$ cat config.mk
export PLATFORM = sky130hd
export DESIGN_NAME = rand_txn_gen
export DESIGN_NICKNAME = d
export VERILOG_FILES = /design/src/rtl/rand_txn_gen.sv
export SDC_FILE = /design/constraint.sdc
export NUM_CORES = 1
export LEC_CHECK = 0
export CORE_MARGIN = 2
export CORE_UTILIZATION = 40
export CTS_CLUSTER_DIAMETER = 60
export DETAILED_ROUTE_END_ITERATION = 8
export PLACE_DENSITY = 0.7
export SETUP_SLACK_MARGIN = 0.1
export SLEW_MARGIN = 40
export SYNTH_ARGS = -nofsm -noshare
export SYNTH_HDL_FRONTEND = slang
export SYNTH_SLANG_ARGS = --single-unit
$ cat constraint.sdc
create_clock -name clk -period 3 [get_ports clk]
set_input_delay 0.45 -clock clk [delete_from_list [all_inputs] [get_ports clk]]
set_output_delay 0.45 -clock clk [all_outputs]
set_load 0.05 [all_outputs]
$ cat src/rtl/rand_txn_gen.sv
// Multi-channel random valid/data stimulus generator with a pass/timeout
// state machine. Each channel issues valid/ready transactions drawn from one
// shared Galois LFSR. The run ends in PASS once every channel has reached its
// target count, or in FAIL when the run-cycle budget is exhausted.
module rand_txn_gen #(
    parameter int          NUM_CH      = 1,
    parameter int          DATA_W      = 8,
    parameter int          VALID_THR   = 128,
    parameter int          MODE        = 0,
    parameter logic [31:0] SEED        = 32'h1,
    parameter int          TARGET_TXNS = 16,
    parameter int          MAX_CYCLES  = 1000
) (
    input  logic                     clk,
    input  logic                     reset,
    output logic [NUM_CH-1:0]        out_valid,
    output logic [NUM_CH*DATA_W-1:0] out_data,
    input  logic [NUM_CH-1:0]        in_ready,
    output logic [NUM_CH*16-1:0]     txn_cnt,
    output logic                     passed,
    output logic                     failed
);

    localparam logic [31:0] LFSR_MASK = 32'h80200003;
    localparam logic [31:0] SEED_EFF  = (SEED == 32'h0) ? 32'h1 : SEED;
    localparam logic [8:0]  THR       = 9'(VALID_THR);
    localparam logic [15:0] TARGET    = 16'(TARGET_TXNS);
    localparam logic [16:0] MAX       = 17'(MAX_CYCLES);

    typedef enum logic [1:0] {
        IDLE = 2'd0,
        RUN  = 2'd1,
        PASS = 2'd2,
        FAIL = 2'd3
    } state_t;

    state_t                   state_q;
    state_t                   state_d;
    logic [31:0]              lfsr_q;
    logic [31:0]              lfsr_next;
    logic [15:0]              run_cnt_q;
    logic [NUM_CH*DATA_W-1:0] seq_q;
    logic [NUM_CH-1:0]        accept;
    logic [NUM_CH-1:0]        want_valid;
    logic [7:0]               draw_lo  [NUM_CH];
    logic [DATA_W-1:0]        draw_dat [NUM_CH];
    logic                     all_done;
    logic                     timeout;

    // Channel c sees the LFSR state rotated left by c whole bytes, so the
    // channels get distinct draws from a single generator.
    function automatic logic [31:0] rotl_bytes(input logic [31:0] v, input int c);
        logic [31:0] r;
        r = v;
        for (int i = 0; i < c; i++) begin
            r = {r[23:0], r[31:24]};
        end
        return r;
    endfunction

    // Galois step: shift right and fold in the tap mask when the bit shifted out is 1
    always_comb begin
        lfsr_next = {1'b0, lfsr_q[31:1]} ^ (lfsr_q[0] ? LFSR_MASK : 32'h0);
    end

    // Per-channel draws, handshakes, and the pass/timeout conditions for this edge
    always_comb begin
        accept     = out_valid & in_ready;
        want_valid = '0;
        all_done   = 1'b1;
        timeout    = (({1'b0, run_cnt_q} + 17'd1) == MAX);
        for (int c = 0; c < NUM_CH; c++) begin
            draw_lo[c]    = 8'(rotl_bytes(lfsr_q, c));
            draw_dat[c]   = DATA_W'(rotl_bytes(lfsr_q, c));
            want_valid[c] = !out_valid[c] &&
                            (txn_cnt[c*16 +: 16] < TARGET) &&
                            ({1'b0, draw_lo[c]} < THR);
            if ((txn_cnt[c*16 +: 16] + {15'd0, accept[c]}) != TARGET) begin
                all_done = 1'b0;
            end
        end
    end

    // Next state: leave IDLE at once; in RUN completion wins over timeout
    always_comb begin
        state_d = state_q;
        case (state_q)
            IDLE:    state_d = RUN;
            RUN: begin
                if (all_done) begin
                    state_d = PASS;
                end else if (timeout) begin
                    state_d = FAIL;
                end
            end
            default: state_d = state_q;
        endcase
    end

    // State register
    always_ff @(posedge clk or posedge reset) begin
        if (reset) begin
            state_q <= IDLE;
        end else begin
            state_q <= state_d;
        end
    end

    // Sticky result flags follow the terminal state
    always_ff @(posedge clk or posedge reset) begin
        if (reset) begin
            passed <= 1'b0;
            failed <= 1'b0;
        end else begin
            passed <= (state_d == PASS);
            failed <= (state_d == FAIL);
        end
    end

    // Channel datapath: raise, hold and retire transactions; advance LFSR and run counter in RUN only
    always_ff @(posedge clk or posedge reset) begin
        if (reset) begin
            out_valid <= '0;
            out_data  <= '0;
            txn_cnt   <= '0;
            seq_q     <= '0;
            lfsr_q    <= SEED_EFF;
            run_cnt_q <= '0;
        end else if (state_q == RUN) begin
            lfsr_q <= lfsr_next;
            if (run_cnt_q != 16'hFFFF) begin
                run_cnt_q <= run_cnt_q + 16'd1;
            end
            for (int c = 0; c < NUM_CH; c++) begin
                if (accept[c]) begin
                    out_valid[c] <= 1'b0;
                    if (txn_cnt[c*16 +: 16] < TARGET) begin
                        txn_cnt[c*16 +: 16] <= txn_cnt[c*16 +: 16] + 16'd1;
                    end
                    if (MODE == 1) begin
                        seq_q[c*DATA_W +: DATA_W] <= seq_q[c*DATA_W +: DATA_W] + DATA_W'(1);
                    end
                end else if (want_valid[c] && (state_d == RUN)) begin
                    out_valid[c]                 <= 1'b1;
                    out_data[c*DATA_W +: DATA_W] <= (MODE == 1) ? seq_q[c*DATA_W +: DATA_W]
                                                                : draw_dat[c];
                end
            end
            if (state_d != RUN) begin
                out_valid <= '0;
            end
        end else begin
            out_valid <= '0;
        end
    end

endmodule

==> results by stage, run 1 <==
Worst setup path:
- STA classifies the critical path endpoint as a register.
- The classification of the worst setup path is in -> reg.
- For the worst setup path, the data arrival time is 2870 ps.
- The delay of the slowest cell on the worst path is about 520 ps.
- In this run the critical register-to-register path is launched from out_valid.
- The critical path launch point is in_ready.
- Among all stages on the critical path, the largest delay is contributed by sky130_fd_sc_hd__nor4b_2.
- The largest fanout of any net on the critical path is 5.
- The setup slack of the worst register-to-register path is between 400 and 500 ps.
- The type of origin of the critical path is an input pin.
- Data on the critical path is required at its endpoint by ~3200 ps.
- The signal on the critical path passes through clkdlybuf4s50_1 > and2_1 > ha_1 > nand2_1 > nor4_1 > nand3_1 > o21a_1 > nor4b_2 > nor3_1.

Outcome:
- The flow ran to the end, and the final reports show no timing, DRC or antenna violations.

Clock tree:
- In this run, CTS created clock tree buffers numbering 9.
- The H-tree was split into 3 levels.
- TritonCTS built the clock tree.
- Post-CTS timing repair inserted 0 buffers for setup.
- The clock root buffer is sky130_fd_sc_hd__clkbuf_8.
- The latest clock arrival within the worst-skew pair is around 360 ps.
- In this run, post-CTS hold repair placed 0 buffers.
- The number of gates resized after cts is 0.
- After clock tree synthesis, the clock-pin slew on the worst setup and hold paths is 90 ps.
- The total clock sinks is between 70 and 80.
- The maximum buffer depth of the clock tree is 2.

Timing:
- The routed design could run at a clock period as short as roughly 2700 ps.
- After layout, the worst path uses between 80% and 90% of the clock period.
- Setup violations remaining at the end of the flow were counted as 0.
- Static timing analysis puts the maximum clock frequency at about 380 MHz.
- For the pin with the worst max-slew slack, the measured transition is 727 ps.
- The max-slew violation count is 0.
- The post-layout worst setup margin is around 350 ps.
- Measured against its own limit, the worst slew margin works out to about half.
- The final-layout worst hold slack is 462 ps.
- On the final layout, the worst clock skew is approximately 14 ps.
- The total count of hold-check failures in the final report is 0.
- After routing, the total negative slack on setup checks comes to 0 ps.
- Setup repair after global routing left no endpoint under its margin.

Synth:
- The number of enable-type register cells in the synthesized netlist is 0.
- The top cell type's share of synthesized area is roughly 53%.
- The post-synthesis sequential element count is between 70 and 80.
- The post-synthesis instance area is 3620 um2.
- The synthesized net count is 371.
- After synthesis, the share of flip-flops with an asynchronous set or reset is 100%.
- The per-instance average area after synthesis is ~9.9 um2.
- Yosys attributes the largest share of cell area to sky130_fd_sc_hd__dfrtp_1, sky130_fd_sc_hd__nand2_1, sky130_fd_sc_hd__xnor2_1.
- For this run, the leading register cell type out of synthesis is sky130_fd_sc_hd__dfrtp_1.
- In the synthesized netlist, the cells that appear most often are sky130_fd_sc_hd__nand2_1, sky130_fd_sc_hd__dfrtp_1, sky130_fd_sc_hd__clkbuf_1, sky130_fd_sc_hd__xnor2_1, sky130_fd_sc_hd__nand3_1.
- The gate count of the mapped netlist is between 300 and 400.
- Yosys printed 0 warnings.
- The dominant cell by count in the synthesized netlist is sky130_fd_sc_hd__nand2_1.
- The number of unique standard cell types used by synthesis is 55.
- The share of the Yosys chip area taken by registers is ~53%.
- The synthesized design spends more area on one cell type than any other, namely sky130_fd_sc_hd__dfrtp_1.

Placed design:
- Input and output buffers added on the ports amount to 29.
- Routability-driven placement finished with a final weighted congestion of 0.849.
- Summing all placed instances gives a cell area of 3980 um2.
- The number of cells after detailed placement is 479.
- The HPWL after detailed placement is 4.51 mm.
- OpenSTA, run right after detailed placement, puts the worst setup slack at slightly above 50 ps.

Floorplanning:
- The site row count is 34.
- The placeable core region is around 9000 um2.
- The die outline area is just under 10,000 um2.
- The chip width is 99.1 um.
- The die height is approximately 99 um.
- The initial utilization of the core area, before any placement, comes to 41.3%.
- 30 I/O pins were placed.

Drt:
- The post-detailed-route DRC marker count is 0.
- The routed layout has between 2k and 3k vias.
- The length of the first detailed-routing pass in iterations is 4.
- The routed wire length is between 6 and 7 mm.
- Dividing the detail-routed wire length by the instance count gives 13.5 um.
- The starting DRC count in detailed routing is about 180.
- The number of vias per cell is approximately 5.
- Once detail routing completed, the nets flagged for antenna violations numbered 0.

Final layout:
- The post-route cell area is between 4000 and 5000 um2.
- The antenna diode instance count is 0.
- The final layout contains slightly below 400 nets.
- The filler-free cell count of the finished design is roughly 500.
- Cells with a size suffix above 1 make up 11.9% of the layout.
- The final standard cell utilization of the core is approximately 47%.
- Relative to the synthesized area, the layout overhead comes to 15.0%.

Min path:
- The min-delay analysis places its worst path in the category reg -> reg.
- The start point of the worst hold path is txn_cnt[15].

Flow run:
- The reported max-cap violation count is 0.

Global route:
- Entering global routing, the biggest net connects 40 pins.
- The number of antenna violations at the first check in global routing came to 0.
- The first global-routing pass estimated roughly 12 mm of wire.
- The total overflow reported by the global router is 0.
- The via count of the first global-routing pass is between 2k and 2.5k.
- The total global routing track utilization is 14.8%.

Power and ir drop:
- The power per cell area is 751 nW/um2.
- Power comes to about 3.1 mW.
- Across the VDD grid, the largest voltage drop is approximately 0.31 mV.
- For this design the static power due to leakage is a little under 2 nW.
[cell families after synthesis]
family / Yosys count / share of synthesized area [%]
compound gates: 34 / 6.85
xor+xnor: 26 / 6.29
flops: 77 / 53.3
buf+inv: 30 / 3.35
simple gates: 182 / 25.5
fa+ha+maj: 4 / 1.38
mux: 11 / 3.35
[cells in the final DEF (no fill, tap or decap), types with 3 or more instances in the layout]
cell type                         synthesis  final
sky130_fd_sc_hd__nor2_1                  10      9
sky130_fd_sc_hd__clkdlybuf4s50_1          0     29
sky130_fd_sc_hd__ha_1                     4      4
sky130_fd_sc_hd__and3_1                   3      3
sky130_fd_sc_hd__a211oi_1                 3      3
sky130_fd_sc_hd__nor3_1                   6      6
sky130_fd_sc_hd__nand2b_1                 3      3
sky130_fd_sc_hd__xor2_1                   5      5
sky130_fd_sc_hd__nand2_1                106    106
sky130_fd_sc_hd__a21oi_1                  6      6
sky130_fd_sc_hd__nor2b_1                  3      3
sky130_fd_sc_hd__buf_4                    0      6
sky130_fd_sc_hd__mux2_2                   9      9
sky130_fd_sc_hd__clkbuf_8                 0     10
sky130_fd_sc_hd__xnor2_1                 21     21
sky130_fd_sc_hd__nand3_1                 14     14
sky130_fd_sc_hd__o21ai_0                  6      6
sky130_fd_sc_hd__and2_1                   5      5
sky130_fd_sc_hd__dfrtp_1                 76     76
sky130_fd_sc_hd__and4_1                   4      4
sky130_fd_sc_hd__nand4_1                 10     10
[report_power, final]
group	internal (mW)	switching (mW)	total, mW
Sequential	1.15	0.215	1.37
Clock	0.325	0.391	0.715
Combinational	0.389	0.653	1.04
Total	1.87	1.26	3.13
[registers in the layout (all words and copies together) (netlist names)]
name / cells
lfsr_q: 32
passed: 1
state_q: 2
run_cnt_q: 16
failed: 1
out_data: 8
out_valid: 1
txn_cnt: 16
[worst max-delay path, delay by kind of cell]
| family | cells | cell delay [ps] |
|---|---|---|
| fa+ha+maj | 1 | 230 |
| simple gates | 6 | 1510 |
| buf+inv | 1 | 480 |
| compound gates | 1 | 210 |
[final cells by class]
| type | count | area, um2 |
|---|---|---|
| Fill cell | 814 | 4600 |
| Sequential cell | 77 | 1930 |
| Multi-Input combinational cell | 257 | 1580 |
| Timing Repair Buffer | 35 | 335 |
| Clock buffer | 11 | 141 |
| Tap cell | 108 | 135 |
| Clock inverter | 5 | 35.0 |
| Inverter | 2 | 7.51 |
[path summary, 6_finish.rpt]
path                                to  depth (start not counted)
max in group asynchronous       passed                          3
max                          out_valid                          9
max reg2reg                  out_valid                          8
min                        txn_cnt[15]                          0
min reg2reg                txn_cnt[15]                          0
min in group asynchronous    lfsr_q[2]                          3
[routing by layer]
metal | track usage [%] | vias to the layer above | share of wire (%)
met3 | 2.81 | 10 | 3.1
li1 | - | 1263 | -
met2 | 22.0 | 45 | 45
met5 | 0 | - | 0
met1 | 20.6 | 1219 | 49
met4 | 8.11 | 0 | 2.4
No activity file was read; power rests on OpenSTA's default activity.
==> inputs of run 2 (changes only) <==
--- a/config.mk
+++ b/config.mk
@@ -9,7 +9,9 @@
 export CORE_UTILIZATION = 40
 export CTS_CLUSTER_DIAMETER = 60
 export DETAILED_ROUTE_END_ITERATION = 8
+export HOLD_SLACK_MARGIN = 0.08
 export PLACE_DENSITY = 0.7
+export RECOVER_POWER = 100
 export SETUP_SLACK_MARGIN = 0.1
 export SLEW_MARGIN = 40
 export SYNTH_ARGS = -nofsm -noshare
==> results by stage, run 2 (synthesis results as in run 1) <==
Placed design:
- The congestion estimate from routability-driven global placement came to 0.849.
- Port buffering added 29 buffers.
- The placed wire-length estimate is 4.51 mm.

Timing:
- The summed negative setup slack over all endpoints is 0 ps.
- On the final layout, the worst clock skew is 15.1 ps.
- The worst pin sits at a relative slew slack of -30.8%.
- Derived from the worst setup path, the maximum achievable clock frequency is between 300 and 400 MHz.
- Setup violations remaining at the end of the flow were counted as 0.
- Hold is met by around 450 ps.
- The final period utilization is 90.9%.
- Setup repair after global routing left no endpoint under its margin.
- At the pin with the least slew margin, the transition time is between 1500 and 2000 ps.
- The total count of hold-check failures in the final report is 0.
- The max-slew violation count is 39.
- The worst path in the final design needs a cycle of around 2700 ps, including I/O delays and setup.

Floorplanning:
- The die height is just under 100 um.
- The placeable core region is 8760 um2.
- The initialized floorplan defines 34 standard-cell rows.
- The floorplan step set the die width to approximately 100 um.
- The initial cell density of the core is between 40% and 50%.
- Pin placement for this block handled 30 I/O pins.
- The die covers between 9000 and 10,000 um2.

Clock tree:
- The number of clock buffers added by TritonCTS is 9.
- The longest clock path from root to sink contains 2 buffers.
- Counting every sink on the clock net gives 77.
- The number of gates resized after cts is 0.
- In this run, post-CTS hold repair placed 0 buffers.
- TritonCTS built the clock tree.
- In this run the number of H-tree levels came out at 3.
- The clock edge transition at the registers on the reported setup and hold paths is 90 ps.
- The buffer count from post-CTS setup fixing is 0.
- The latest clock arrival within the worst-skew pair is 360 ps.
- The tree is rooted in a sky130_fd_sc_hd__clkbuf_8.

Power and ir drop:
- The static leakage power is 1.98 nW.
- The power per cell area is between 700 and 800 nW/um2.
- The worst ir drop on vdd is roughly 0.3 mV.

Worst setup path:
- The critical path in this run is classified as in -> reg.
- The largest fanout of any net on the critical path is 8.
- For the worst setup path, the data arrival time is 2970 ps.
- STA classifies the critical path startpoint as an input pin.
- Data on the critical path is required at its endpoint by about 3200 ps.
- The sort of element at the end of the critical path is a register.

Final layout:
- The net count of the finished layout is roughly 400.
- At the end of the flow the core is filled with cells to between 40% and 50%.
- The share of layout cells above drive strength 1 is ~10%.
- Leaving out fill and tap cells, the most frequent cells in the layout are sky130_fd_sc_hd__nand2_1, sky130_fd_sc_hd__dfrtp_1, sky130_fd_sc_hd__dlygate4sd3_1.
- The area added between synthesis and finish is 13.8%.
- The repair_antennas step left the layout with diodes totalling 0.
- The number of flip-flops under the largest register name is 32.
- The largest registers in the layout are lfsr_q (32), run_cnt_q (16), txn_cnt (16).
- The largest register by flop count is lfsr_q.
- The most frequent standard cell in the layout excluding fill and tap cells is sky130_fd_sc_hd__nand2_1.

Outcome:
- The run finished, with violations left.
- The checks that failed: max-capacitance violations, max-slew violations.

Global route:
- The number of antenna violations at the first check in global routing came to 0.
- The pin count of the biggest net entering global routing is 40.
- The wire length of the first global-routing pass is 11.7 mm.
- The via count of the first global-routing pass is 2,435.
- The total global routing track utilization is about 15%.
- The total overflow left after global routing is 0.

Drt:
- After detailed routing, the average wire length per cell comes to 13.4 um.
- The routed design has roughly 6.6 mm of wire.
- The total via count after detailed routing is roughly 2.6k.
- The number of antenna-violating nets in the routed design is 0.
- The post-detailed-route DRC marker count is 0.
- For this block, the initial DRC count from the detailed router was roughly 170.
- The number of vias per cell is 5.15.
- The first TritonRoute pass finished after 4 iterations.

Flow run:
- The reported max-cap violation count is 1.

Min path:
- The path class of the lowest-slack min-delay path is reg -> reg.
==> run 2: changes by cell type in the layout (fill, tap and decap cells not counted), moves of 2 or more <==
cell	previous run	this run
sky130_fd_sc_hd__clkbuf_1	1	3
sky130_fd_sc_hd__buf_4	6	3
sky130_fd_sc_hd__dlygate4sd3_1	0	29
sky130_fd_sc_hd__and2_0	0	2
sky130_fd_sc_hd__and2_1	5	3
sky130_fd_sc_hd__clkdlybuf4s50_1	29	0
==> run 2: final cells by class <==
type | instances | area [um2]
timing repair buffer | 35 | 325
clock buffer | 11 | 141
fill | 823 | 4640
inverter | 2 | 7.51
tap | 108 | 135
multi-input combinational | 257 | 1550
clock inverter | 5 | 35.0
sequential | 77 | 1930
==> run 2: worst paths after layout <==
kind	startpoint	end	slack, ps	depth (start not counted)
setup / recovery	in_ready	out_data[2]	270	10
hold / removal	txn_cnt[15]	txn_cnt[15]	450	0
setup reg to reg	run_cnt_q[0]	out_data[2]	350	7
hold reg to reg	txn_cnt[15]	txn_cnt[15]	450	0
max in group asynchronous	reset	run_cnt_q[0]	620	3
min in group asynchronous	reset	lfsr_q[4]	830	3
==> run 2: stage by stage <==
step	std cells	worst slack (ps)	area (um2)	power [mW]
2_1_floorplan	364	385	3620	2.16
3_3_place_gp	479	103	3980	2.41
3_5_place_dp	479	51.5	3980	2.43
4_1_cts	495	364	4160	3.15
5_1_grt	495	104	4120	3.28
6_report	495	272	4120	3.07
==> run 2: report_power, final <==
| group | switching [mW] | internal [mW] | leakage, nW |
|---|---|---|---|
| combinational | 0.642 | 0.354 | 0.854 |
| clock | 0.388 | 0.325 | 0.0897 |
| sequential | 0.210 | 1.15 | 1.04 |
| total | 1.24 | 1.83 | 1.98 |
==> run 2: per-layer routing <==
layer / GRT usage [%] / up-vias / part of all wire, %
li1: - / 1266 / -
met3: 2.81 / 10 / 3.5
met2: 22.0 / 41 / 45
met4: 8.11 / 0 / 2.4
met5: 0 / - / 0
met1: 20.6 / 1233 / 49
==> run 2: critical path, stage by stage <==
cell and delay [ps]:
sky130_fd_sc_hd__dlygate4sd3_1 550, sky130_fd_sc_hd__and2_0 150, sky130_fd_sc_hd__ha_1 240, sky130_fd_sc_hd__ha_1 200, sky130_fd_sc_hd__and3_1 190, sky130_fd_sc_hd__a211oi_1 70
sky130_fd_sc_hd__o21ba_2 260, sky130_fd_sc_hd__o21ai_0 110, sky130_fd_sc_hd__a21oi_2 360, sky130_fd_sc_hd__mux2_2 390
==> inputs of run 3 (changes only) <==
--- a/config.mk
+++ b/config.mk
@@ -9,7 +9,7 @@
 export CORE_UTILIZATION = 40
 export CTS_CLUSTER_DIAMETER = 60
 export DETAILED_ROUTE_END_ITERATION = 8
-export HOLD_SLACK_MARGIN = 0.08
+export HOLD_SLACK_MARGIN = 0.02
 export PLACE_DENSITY = 0.7
 export RECOVER_POWER = 100
 export SETUP_SLACK_MARGIN = 0.1
==> results of run 3 <==
Final layout, timing and power as in run 2 (identical DEF).
